==> src/rtl/coin_payout_if.sv <==
// coin_payout_if
//   Bundles the change-request handshake, the hopper pulse/ack pair, the
//   restock inputs and the result/status fields of the coin payout block.
//   master : the vending controller / hopper side (drives requests, acks, restock)
//   slave  : the coin_payout block itself
//   Parameters AMT_W / CNT_W must match the coin_payout instance.
interface coin_payout_if #(
  parameter int AMT_W = 8,
  parameter int CNT_W = 6
);
  logic             req_valid;
  logic [AMT_W-1:0] req_amount;
  logic             req_ready;
  logic             coin_ten;
  logic             coin_five;
  logic             coin_ack;
  logic             restock_valid;
  logic [CNT_W-1:0] restock_ten;
  logic [CNT_W-1:0] restock_five;
  logic [CNT_W-1:0] ten_left;
  logic [CNT_W-1:0] five_left;
  logic             done;
  logic [AMT_W-1:0] paid_amount;
  logic [AMT_W-1:0] shortfall;
  logic             err_odd;
  logic             err_jam;

  modport master (
    output req_valid, req_amount, coin_ack, restock_valid, restock_ten, restock_five,
    input  req_ready, coin_ten, coin_five, ten_left, five_left, done,
           paid_amount, shortfall, err_odd, err_jam
  );

  modport slave (
    input  req_valid, req_amount, coin_ack, restock_valid, restock_ten, restock_five,
    output req_ready, coin_ten, coin_five, ten_left, five_left, done,
           paid_amount, shortfall, err_odd, err_jam
  );
endinterface

==> src/rtl/coin_payout.sv <==
// coin_payout
//   Change-dispensing back end. Accepts one change request, pays it out one
//   coin at a time (10-coins first, then 5-coins) through a pulse/ack hopper
//   handshake, keeps the hopper inventory, and reports paid / shortfall / errors.
// Ports
//   clk    : system clock, rising edge
//   reset  : synchronous, active-high
//   bus    : coin_payout_if.slave -- request handshake, coin pulses and ack,
//            restock inputs, inventory levels and result fields
//
// state    | meaning
// ---------+----------------------------------------------------------
// IDLE     | ready for a request; result fields hold the last outcome
// CHOOSE   | pick next coin (greedy ten, then five) or finish
// EJECT    | one-cycle coin pulse to the hopper
// WAIT_ACK | waiting for hopper ack, jam timer running
// DONE     | one-cycle done pulse, back to IDLE
module coin_payout #(
  parameter int AMT_W       = 8,
  parameter int CNT_W       = 6,
  parameter int INIT_TEN    = 20,
  parameter int INIT_FIVE   = 20,
  parameter int ACK_TIMEOUT = 15
) (
  input logic          clk,
  input logic          reset,
  coin_payout_if.slave bus
);

  typedef enum logic [2:0] {
    S_IDLE,
    S_CHOOSE,
    S_EJECT,
    S_WAIT_ACK,
    S_DONE
  } state_t;

  localparam int               TMR_W   = $clog2(ACK_TIMEOUT + 1);
  localparam logic [AMT_W-1:0] TEN     = AMT_W'(10);
  localparam logic [AMT_W-1:0] FIVE    = AMT_W'(5);
  localparam logic [CNT_W-1:0] CNT_MAX = '1;

  state_t           state;
  state_t           state_nxt;

  logic [AMT_W-1:0] remaining;
  logic [AMT_W-1:0] paid_q;
  logic [AMT_W-1:0] shortfall_q;
  logic             err_odd_q;
  logic             err_jam_q;
  logic             sel_ten;
  logic [TMR_W-1:0] ack_timer;
  logic [CNT_W-1:0] ten_inv;
  logic [CNT_W-1:0] five_inv;

  logic             accept;
  logic             amount_odd;
  logic             can_ten;
  logic             can_five;
  logic             ack_hit;
  logic             timeout;
  logic [AMT_W-1:0] denom;
  logic [CNT_W-1:0] add_ten;
  logic [CNT_W-1:0] add_five;

  assign accept     = bus.req_valid && (state == S_IDLE);
  assign amount_odd = (bus.req_amount % FIVE) != '0;
  assign can_ten    = (remaining >= TEN)  && (ten_inv  != '0);
  assign can_five   = (remaining >= FIVE) && (five_inv != '0);
  assign ack_hit    = (state == S_WAIT_ACK) && bus.coin_ack;
  // The timer counts completed no-ack cycles; the cycle that would bring it
  // to ACK_TIMEOUT is the last one spent in WAIT_ACK.
  assign timeout    = (state == S_WAIT_ACK) && !bus.coin_ack &&
                      (ack_timer == TMR_W'(ACK_TIMEOUT - 1));
  assign denom      = sel_ten ? TEN : FIVE;
  assign add_ten    = bus.restock_valid ? bus.restock_ten  : '0;
  assign add_five   = bus.restock_valid ? bus.restock_five : '0;

  // Net inventory update: add restock, remove an acked coin, clamp to the
  // counter range.
  function automatic logic [CNT_W-1:0] inv_update(
    input logic [CNT_W-1:0] inv,
    input logic [CNT_W-1:0] add,
    input logic             dec
  );
    logic [CNT_W:0] sum;
    sum = {1'b0, inv} + {1'b0, add};
    if (dec && (sum != '0)) begin
      sum = sum - (CNT_W+1)'(1);
    end
    if (sum > {1'b0, CNT_MAX}) begin
      return CNT_MAX;
    end
    return sum[CNT_W-1:0];
  endfunction

  // state register
  always_ff @(posedge clk) begin
    if (reset) begin
      state <= S_IDLE;
    end else begin
      state <= state_nxt;
    end
  end

  // next-state logic
  always_comb begin
    state_nxt = state;
    case (state)
      S_IDLE: begin
        if (accept) begin
          state_nxt = amount_odd ? S_DONE : S_CHOOSE;
        end
      end
      S_CHOOSE: begin
        if (remaining == '0) begin
          state_nxt = S_DONE;
        end else if (can_ten || can_five) begin
          state_nxt = S_EJECT;
        end else begin
          state_nxt = S_DONE;
        end
      end
      S_EJECT: begin
        state_nxt = S_WAIT_ACK;
      end
      S_WAIT_ACK: begin
        if (ack_hit) begin
          state_nxt = S_CHOOSE;
        end else if (timeout) begin
          state_nxt = S_DONE;
        end
      end
      S_DONE: begin
        state_nxt = S_IDLE;
      end
      default: begin
        state_nxt = S_IDLE;
      end
    endcase
  end

  // output logic
  always_comb begin
    bus.req_ready = 1'b0;
    bus.coin_ten  = 1'b0;
    bus.coin_five = 1'b0;
    bus.done      = 1'b0;
    case (state)
      S_IDLE:  bus.req_ready = 1'b1;
      S_EJECT: begin
        bus.coin_ten  = sel_ten;
        bus.coin_five = !sel_ten;
      end
      S_DONE:  bus.done = 1'b1;
      default: ;
    endcase
  end

  // request datapath
  always_ff @(posedge clk) begin
    if (reset) begin
      remaining   <= '0;
      paid_q      <= '0;
      shortfall_q <= '0;
      err_odd_q   <= 1'b0;
      err_jam_q   <= 1'b0;
      sel_ten     <= 1'b0;
      ack_timer   <= '0;
    end else begin
      case (state)
        S_IDLE: begin
          if (accept) begin
            remaining   <= bus.req_amount;
            paid_q      <= '0;
            err_jam_q   <= 1'b0;
            err_odd_q   <= amount_odd;
            shortfall_q <= amount_odd ? bus.req_amount : '0;
          end
        end
        S_CHOOSE: begin
          if (remaining != '0) begin
            if (can_ten) begin
              sel_ten <= 1'b1;
            end else if (can_five) begin
              sel_ten <= 1'b0;
            end else begin
              shortfall_q <= remaining;
            end
          end
        end
        S_EJECT: begin
          ack_timer <= '0;
        end
        S_WAIT_ACK: begin
          if (bus.coin_ack) begin
            remaining <= remaining - denom;
            paid_q    <= paid_q + denom;
          end else if (timeout) begin
            err_jam_q   <= 1'b1;
            shortfall_q <= remaining;
          end else begin
            ack_timer <= ack_timer + TMR_W'(1);
          end
        end
        default: ;
      endcase
    end
  end

  // hopper inventory; restock is honoured in every state
  always_ff @(posedge clk) begin
    if (reset) begin
      ten_inv  <= CNT_W'(INIT_TEN);
      five_inv <= CNT_W'(INIT_FIVE);
    end else begin
      ten_inv  <= inv_update(ten_inv,  add_ten,  ack_hit &&  sel_ten);
      five_inv <= inv_update(five_inv, add_five, ack_hit && !sel_ten);
    end
  end

  assign bus.ten_left    = ten_inv;
  assign bus.five_left   = five_inv;
  assign bus.paid_amount = paid_q;
  assign bus.shortfall   = shortfall_q;
  assign bus.err_odd     = err_odd_q;
  assign bus.err_jam     = err_jam_q;

endmodule

==> src/flat_wrapper.sv <==
// flat-port wrapper written by rule: the top's interface ports become plain ports
module coin_payout_flat 
#(
  parameter int AMT_W       = 8,
  parameter int CNT_W       = 6,
  parameter int INIT_TEN    = 20,
  parameter int INIT_FIVE   = 20,
  parameter int ACK_TIMEOUT = 15
)
  (clk, reset, bus_req_valid, bus_req_amount, bus_coin_ack, bus_restock_valid, bus_restock_ten, bus_restock_five, bus_req_ready, bus_coin_ten, bus_coin_five, bus_ten_left, bus_five_left, bus_done, bus_paid_amount, bus_shortfall, bus_err_odd, bus_err_jam);
  coin_payout_if #(.AMT_W(AMT_W), .CNT_W(CNT_W)) bus_i ();
  input logic clk;
  input logic reset;
  input wire logic [$bits(bus_i.req_valid)-1:0] bus_req_valid;
  input wire logic [$bits(bus_i.req_amount)-1:0] bus_req_amount;
  input wire logic [$bits(bus_i.coin_ack)-1:0] bus_coin_ack;
  input wire logic [$bits(bus_i.restock_valid)-1:0] bus_restock_valid;
  input wire logic [$bits(bus_i.restock_ten)-1:0] bus_restock_ten;
  input wire logic [$bits(bus_i.restock_five)-1:0] bus_restock_five;
  output wire logic [$bits(bus_i.req_ready)-1:0] bus_req_ready;
  output wire logic [$bits(bus_i.coin_ten)-1:0] bus_coin_ten;
  output wire logic [$bits(bus_i.coin_five)-1:0] bus_coin_five;
  output wire logic [$bits(bus_i.ten_left)-1:0] bus_ten_left;
  output wire logic [$bits(bus_i.five_left)-1:0] bus_five_left;
  output wire logic [$bits(bus_i.done)-1:0] bus_done;
  output wire logic [$bits(bus_i.paid_amount)-1:0] bus_paid_amount;
  output wire logic [$bits(bus_i.shortfall)-1:0] bus_shortfall;
  output wire logic [$bits(bus_i.err_odd)-1:0] bus_err_odd;
  output wire logic [$bits(bus_i.err_jam)-1:0] bus_err_jam;
  assign bus_i.req_valid = bus_req_valid;
  assign bus_i.req_amount = bus_req_amount;
  assign bus_i.coin_ack = bus_coin_ack;
  assign bus_i.restock_valid = bus_restock_valid;
  assign bus_i.restock_ten = bus_restock_ten;
  assign bus_i.restock_five = bus_restock_five;
  assign bus_req_ready = bus_i.req_ready;
  assign bus_coin_ten = bus_i.coin_ten;
  assign bus_coin_five = bus_i.coin_five;
  assign bus_ten_left = bus_i.ten_left;
  assign bus_five_left = bus_i.five_left;
  assign bus_done = bus_i.done;
  assign bus_paid_amount = bus_i.paid_amount;
  assign bus_shortfall = bus_i.shortfall;
  assign bus_err_odd = bus_i.err_odd;
  assign bus_err_jam = bus_i.err_jam;
  coin_payout #(.AMT_W(AMT_W), .CNT_W(CNT_W), .INIT_TEN(INIT_TEN), .INIT_FIVE(INIT_FIVE), .ACK_TIMEOUT(ACK_TIMEOUT)) u_core (.clk(clk), .reset(reset), .bus(bus_i));
endmodule
==> config.mk <==
export PLATFORM = sky130hd
export DESIGN_NAME = coin_payout_flat
export DESIGN_NICKNAME = d
export VERILOG_FILES = /design/src/rtl/coin_payout_if.sv /design/src/rtl/coin_payout.sv /design/src/flat_wrapper.sv
export SDC_FILE = /design/constraint.sdc
export NUM_CORES = 1
export LEC_CHECK = 0
export ABC_AREA = 1
export CELL_PAD_IN_SITES_DETAIL_PLACEMENT = 1
export CELL_PAD_IN_SITES_GLOBAL_PLACEMENT = 2
export CORE_AREA = 2 2 119 121
export CTS_BUF_LIST = sky130_fd_sc_hd__clkbuf_4 sky130_fd_sc_hd__clkbuf_8
export DETAILED_ROUTE_END_ITERATION = 7
export DIE_AREA = 0 0 121 123
export PLACE_DENSITY = 0.84
export REMOVE_ABC_BUFFERS = 1
export SLEW_MARGIN = 20
export SYNTH_ARGS = -nofsm -noshare
export SYNTH_HDL_FRONTEND = slang
export SYNTH_SLANG_ARGS = --single-unit
==> constraint.sdc <==
create_clock -name clk -period 3 [get_ports clk]
set_input_delay 0.75 -clock clk [delete_from_list [all_inputs] [get_ports clk]]
set_output_delay 0.75 -clock clk [all_outputs]
set_load 0.01 [all_outputs]
* After elaboration in Yosys (flattened, before gate mapping)
Cells that the tools add are included.
Word-level totals: register bits after elaboration 46, latch bits 0, RAM bits 0, ROM bits 0, output and inout bits 34, memories 0
Cells by class: add/subtract/negate cells 7, $mul 0, divide/modulo/power cells 1, $lt $le $gt $ge 4, equality and inequality tests 14, shift operators 0, muxes and demuxes 49, bitwise gates (word level) 0, reduce and logical (&&, ||, !) cells 32
Operator list (number):
- 8-bit two-way mux | 11
- 6-bit two-way mux | 6
- 8-bit case mux with 2 select lines | 2
- 7-bit two-way mux | 4
- 8-bit case mux with 3 select lines | 1
- 3-bit two-way mux | 6
- 8-bit nonzero test | 2
- 6-bit by 6-bit adder with 7-bit output | 2
- 7-bit by 6-bit greater-than comparator with 1-bit output, second input constant | 2
- 7-bit nonzero test | 2
- 7-bit by 1-bit subtractor with 7-bit output, second input constant | 2
- 1-bit two-way mux | 13
- 4-bit two-way mux | 3
- 3-bit case mux with 4 select lines | 1
- 6-bit nonzero test | 2
- 1-bit logical AND | 10
- 2-bit != test, second input constant | 5
- 3-bit AND reduction | 3
- 8-bit adder | 1
- 8-bit by 3-bit greater-or-equal comparator with 1-bit output, second input constant | 1
- 8-bit by 4-bit greater-or-equal comparator with 1-bit output, second input constant | 1
- 8-bit zero test | 1
- 8-bit by 3-bit remainder unit with 8-bit output, second input constant | 1
- 4-bit case mux with 2 select lines | 1
- other kinds (17) | 24

* Logic depth before layout (Yosys ltp)
Gate-level depths: netlist of run 1.
word-level depth 10, mapped depth 30, mapped depth without buffers 30

* Worst setup path before layout of run 1
No wires, ideal clock.
kind input -> register, start input bus_restock_valid, end register u_core.five_inv[4] (netlist: u_core.bus.five_left[4]), data arrival time 3.100 ns, required time 2.877 ns, setup slack -0.223 ns, cell stages on the path 20, path through clkbuf_1 nand2_1 inv_1 ha_1 a21oi_1 nand2_1 nand2_1 nand2_1 a21oi_1 xor2_1 nand4_1 nand3_1 inv_1 nand2_1 nor3_1 nand2_1 xnor2_1 inv_1 nor2_1 nand3b_1
Between the ends: longest elaborated chain between the ends 10
RTL lines:
- from (decl) | line flat_wrapper.sv:17 | input wire logic [$bits(bus_i.restock_valid)-1:0] bus_restock_valid;
- 6-bit two-way mux (*) | line coin_payout.sv:77 | assign add_five = bus.restock_valid ? bus.restock_five : '0;
- 6-bit by 6-bit adder with 7-bit output (*) | line coin_payout.sv:87 | sum = {1'b0, inv} + {1'b0, add};
- parallel branches: the longest is 2 deep, another holds 7-bit by 1-bit subtractor with 7-bit output
- 7-bit two-way mux (*) | line coin_payout.sv:88 | if (dec && (sum != '0)) begin
- 7-bit two-way mux (*) | line coin_payout.sv:213 | if (reset) begin
- 7-bit by 6-bit greater-than comparator with 1-bit output | line coin_payout.sv:91 | if (sum > {1'b0, CNT_MAX}) begin
- 1-bit two-way mux | line coin_payout.sv:91
- 1-bit two-way mux | line coin_payout.sv:213
- 6-bit two-way mux (*) | line coin_payout.sv:94 | return sum[CNT_W-1:0];
- to (signal assigned) | line coin_payout.sv:215 | five_inv <= CNT_W'(INIT_FIVE);
- to (signal assigned) | line coin_payout.sv:218 | five_inv <= inv_update(five_inv, add_five, ack_hit && !sel_ten);
- to (decl) | line coin_payout.sv:54 | logic [CNT_W-1:0] five_inv;
Mark *: on every way between the ends. The select of a mux whose other input is x is not followed. A chain may end at the register's enable or synchronous reset.

* Worst setup path in the final report of run 1
start input bus_req_amount[7], end register u_core.state[2]
Between the ends: longest elaborated chain between the ends 5
RTL lines:
- from (decl) | line flat_wrapper.sv:15 | input wire logic [$bits(bus_i.req_amount)-1:0] bus_req_amount;
- 8-bit by 3-bit remainder unit with 8-bit output | line coin_payout.sv:67 | assign amount_odd = (bus.req_amount % FIVE) != '0;
- 8-bit nonzero test | line coin_payout.sv:67
- 3-bit two-way mux | line coin_payout.sv:112 | state_nxt = amount_odd ? S_DONE : S_CHOOSE;
- 3-bit two-way mux | line coin_payout.sv:111 | if (accept) begin
- 3-bit case mux with 4 select lines | line coin_payout.sv:109 | case (state)
- to (signal assigned) | line coin_payout.sv:102 | state <= state_nxt;
- to (decl) | line coin_payout.sv:43 | state_t state;
No other way between the ends. The select of a mux whose other input is x is not followed.

==> results of run 1 <==
==> state kept, by name, summed over array words and instances, names as in the netlist <==
register	flops
u_core.bus.paid_amount	8
u_core.bus.shortfall	8
u_core.remaining	8
u_core.bus.five_left	6
u_core.bus.ten_left	6
u_core.ack_timer	4
u_core.state	3
u_core.bus.err_jam	1
u_core.bus.err_odd	1
u_core.sel_ten	1
==> cell usage after synthesis (all sizes together) <==
| master | count | area [um2] |
|---|---|---|
| a211oi | 3 | 22.5 |
| or2 | 3 | 18.8 |
| clkbuf | 7 | 26.3 |
| nand2 | 118 | 498 |
| xnor2 | 4 | 35.0 |
| nor3b | 3 | 22.5 |
| ha | 28 | 350 |
| o21a | 3 | 22.5 |
| nor3 | 8 | 40.0 |
| inv | 92 | 345 |
| o21bai | 1 | 7.51 |
| a21oi | 64 | 320 |
| nor2 | 56 | 246 |
| nand3 | 34 | 205 |
| xor2 | 14 | 123 |
| dfxtp | 46 | 921 |
| and3 | 1 | 6.26 |
| nor4 | 4 | 31.3 |
| nand3b | 2 | 15.0 |
| fa | 4 | 80.1 |
| o21ai | 32 | 164 |
| o211ai | 1 | 7.51 |
| a21o | 2 | 15.0 |
| a31oi | 5 | 31.3 |
| o221ai | 1 | 8.76 |
| nand4 | 8 | 50.1 |
==> through the flow <==
stage / TNS, ps / utilization (%) / setup WS (ps) / cell area [um2]
finish: -175 / 43.1 / -47.6 / 5870
global route: -3010 / 43.1 / -270 / 5870
CTS: -574 / 40.0 / -116 / 5440
detailed placement: -20190 / 36.1 / -991 / 4910
global placement: -16440 / 36.1 / -834 / 4910
floorplan: -1230 / - / -165 / 3590
==> what timing repair did <==
| item | in CTS | in global routing |
|---|---|---|
| buffers inserted | 26 | 14 |
| gates resized for setup | 98 | 80 |
| pin swaps | 62 | 57 |
| cloned | 1 | 0 |
| setup endpoints to repair | 23 | 23 |
==> metal layers <==
layer	vias up	GRT usage [%]	wire length (um)
li1	2100	-	-
met1	2047	19.4	5430
met2	60	34.4	7380
met3	13	2.63	406
met4	0	4.58	183
met5	-	0	0
==> power groups by stage <==
stage | Clock, W | Sequential (W) | Combinational (W)
2_1_floorplan | 0 | 0.000908 | 0.00101
3_3_place_gp | 0 | 0.000898 | 0.00184
3_5_place_dp | 0 | 0.000906 | 0.00192
4_1_cts | 0.000423 | 0.000901 | 0.00217
5_1_grt | 0.000442 | 0.000932 | 0.00266
6_report | 0.000416 | 0.000912 | 0.00241
==> how the worst max path moves through the flow <==
stage | start | to | slack, ps | cells after the start
6_report | bus_req_amount[7] | u_core.state[2] | -50 | 28
5_1_grt | bus_req_amount[6] | u_core.state[2] | -270 | 26
4_1_cts | bus_req_amount[5] | u_core.state[2] | -120 | 30
3_5_place_dp | bus_req_amount[7] | u_core.state[2] | -990 | 27
3_3_place_gp | bus_req_amount[6] | u_core.state[2] | -830 | 30
2_1_floorplan | bus_restock_valid | u_core.bus.five_left[4] | -160 | 19
==> logic make-up after synthesis <==
kind of cell | Yosys count
and+or+nand+nor | 237
AOI/OAI and AO/OA | 112
buffers and inverters | 99
DFF | 46
adders and majority gates | 32
xor gates and xnor gates | 18
==> worst max-delay path, cell delays in order <==
cell and delay [ps]:
buf_12 110, inv_6 50, nand2_4 40, nand4_1 140, nand2_2 100, nand2_4 90
nand3_4 80, buf_6 120, buf_4 130, nand2_4 60, nand2_4 50, nand2_4 90
nand3_4 90, nand2_4 90, inv_4 50, ha_4 150, inv_2 40, nand3_2 70
nand2_4 110, nand3_4 110, nand3_2 80, nand2_2 70, nor2_4 120, inv_4 70
nor2_8 180, nor2_4 50, o21ai_2 100, nor2_1 50
==> area by class of cell <==
| class | count | area (um2) | area share [%] |
|---|---|---|---|
| multi-input combinational | 400 | 2850 | 48.5 |
| timing repair buffer | 167 | 1420 | 24.1 |
| sequential | 46 | 921 | 15.7 |
| inverter | 92 | 370 | 6.31 |
| tap | 180 | 225 | 3.83 |
| clock buffer | 6 | 76.3 | 1.30 |
| clock inverter | 2 | 13.8 | 0.234 |
==> results.sh, run 1 <==
export IMPL_p_sw_share_pct=44.4
export IMPL_ant_nets=0
export IMPL_r2r_start="u_core.state[0]"
export IMPL_first_pass_iters=4
export IMPL_fmax_mhz=328
export IMPL_clk_path_buf_depth=2
export IMPL_whs_ps=468
export IMPL_cap_violations=0
export IMPL_cts_tree="built"
export IMPL_p_sw_w=0.00166
export IMPL_status="finished, violations left"
export IMPL_min_from="u_core.bus.paid_amount[7]"
export IMPL_timing_max_transition_violations_final=0
export IMPL_port_buffers=58
export IMPL_seq_power_share_pct=24.4
export IMPL_synth_xor_area_share_pct=4.36
export IMPL_crit_required_ps=3200
export IMPL_final_cell_mix="buf_4, nand2_1, inv_1, a21oi_1"
export IMPL_hp_class="reg2reg"
export IMPL_finalNonFillerCells=893
export IMPL_critPathCaptureType="flop"
export IMPL_finalWirelength_mm=13.4
export IMPL_synth_compound_area_share_pct=16.6
export IMPL_hold_end="u_core.bus.paid_amount[7]"
export IMPL_worstPathMaxFanout=5
export IMPL_grt_start_max_net_pins=24
export IMPL_syn_area_per_cell_um2=6.64
export IMPL_ys_types=36
export IMPL_fin_skew_ps=10.9
export IMPL_critical_path_startpoint_type="primary input"
export IMPL_yosys_warnings=0
export IMPL_fin_crit_sh_pct=102
export IMPL_cts_clk_slew_worst_paths_ps=100
export IMPL_power_density_nw_per_um2=636
export IMPL_fillerInstances=1724
export IMPL_holdBufCountCts=0
export IMPL_synth_top_family_by_area="simple AND/OR/NAND/NOR gates"
export IMPL_numPlacedInstances=844
export IMPL_synth_adder_area_share_pct=11.9
export IMPL_max_vdd_ir_drop_mv=0.336
export IMPL_die_area_um2=14900
export IMPL_wire_per_inst_um=15.0
export IMPL_synthMuxAreaShare_pct=0
export IMPL_ys_ff_latch=46
export IMPL_drc_errors=0
export IMPL_via_count=4220
export IMPL_viasPerCell=4.73
export IMPL_cts_root_buffer="clkbuf_8"
export IMPL_r2r_cells=15
export IMPL_yosysSeqAreaShare_pct=25.5
export IMPL_fp_coreArea_um2=13600
export IMPL_grt_pass1_wl_mm=21.0
export IMPL_timing_rr_end="u_core.bus.shortfall[7]"
export IMPL_synth_cell_area_um2=3610
export IMPL_grt_overflow=0
export IMPL_ff2ff_setup_slack_ps=390
export IMPL_rows=43
export IMPL_synthCells=544
export IMPL_die_width_um=121
export IMPL_max_slew_margin_pct=58.8
export IMPL_nets=769
export IMPL_finalCriticalPeriod_ps=3050
export IMPL_drt_iter0_drc=116
export IMPL_io_pins=59
export IMPL_finalHoldViolations=0
export IMPL_violations="negative setup slack"
export IMPL_grt_antenna_before_repair=0
export IMPL_p_int_w=0.00208
export IMPL_worst_slack_ps=-47.6
export IMPL_numCtsBuffers=5
export IMPL_pwr_share_clk_pct=11.1
export IMPL_htreeDepth=2
export IMPL_min_path_cells=1
export IMPL_grt_pass1_vias=4529
export IMPL_final_common_cell="buf_4"
export IMPL_dieHeight_um=123
export IMPL_path_class="in2reg"
export IMPL_leakagePower_nw=2.80
export IMPL_rsz0062_at_grt="yes"
export IMPL_setup_violations=9
export IMPL_synthSimpleGateAreaFrac_pct=31.4
export IMPL_p_comb_share_pct=64.4
export IMPL_grt_use_total_pct=17.5
export IMPL_clk_latency_ps=320
export IMPL_dp_hpwl_mm=9.53
export IMPL_n_antenna_cell=0
export IMPL_gp_congestion=0.839
export IMPL_power_w=0.00373
export IMPL_worst_slew_pin_transition_ps=613
export IMPL_layout_drive_gt1_share_pct=35.5
export IMPL_arrival_ps=3250
export IMPL_initial_core_util_pct=26.5
export IMPL_clock_sinks=46
export IMPL_syn_to_final_growth_pct=62.5
(Power assumes the default switching activity.)
==> inputs of run 2 (changes only) <==
--- a/config.mk
+++ b/config.mk
@@ -10,6 +10,7 @@
 export CELL_PAD_IN_SITES_GLOBAL_PLACEMENT = 2
 export CORE_AREA = 2 2 119 121
 export CTS_BUF_LIST = sky130_fd_sc_hd__clkbuf_4 sky130_fd_sc_hd__clkbuf_8
+export CTS_CLUSTER_DIAMETER = 200
 export DETAILED_ROUTE_END_ITERATION = 7
 export DIE_AREA = 0 0 121 123
 export PLACE_DENSITY = 0.84
==> results of run 2 <==
Same layout as run 1: the final DEF is identical, and so are final timing and power.
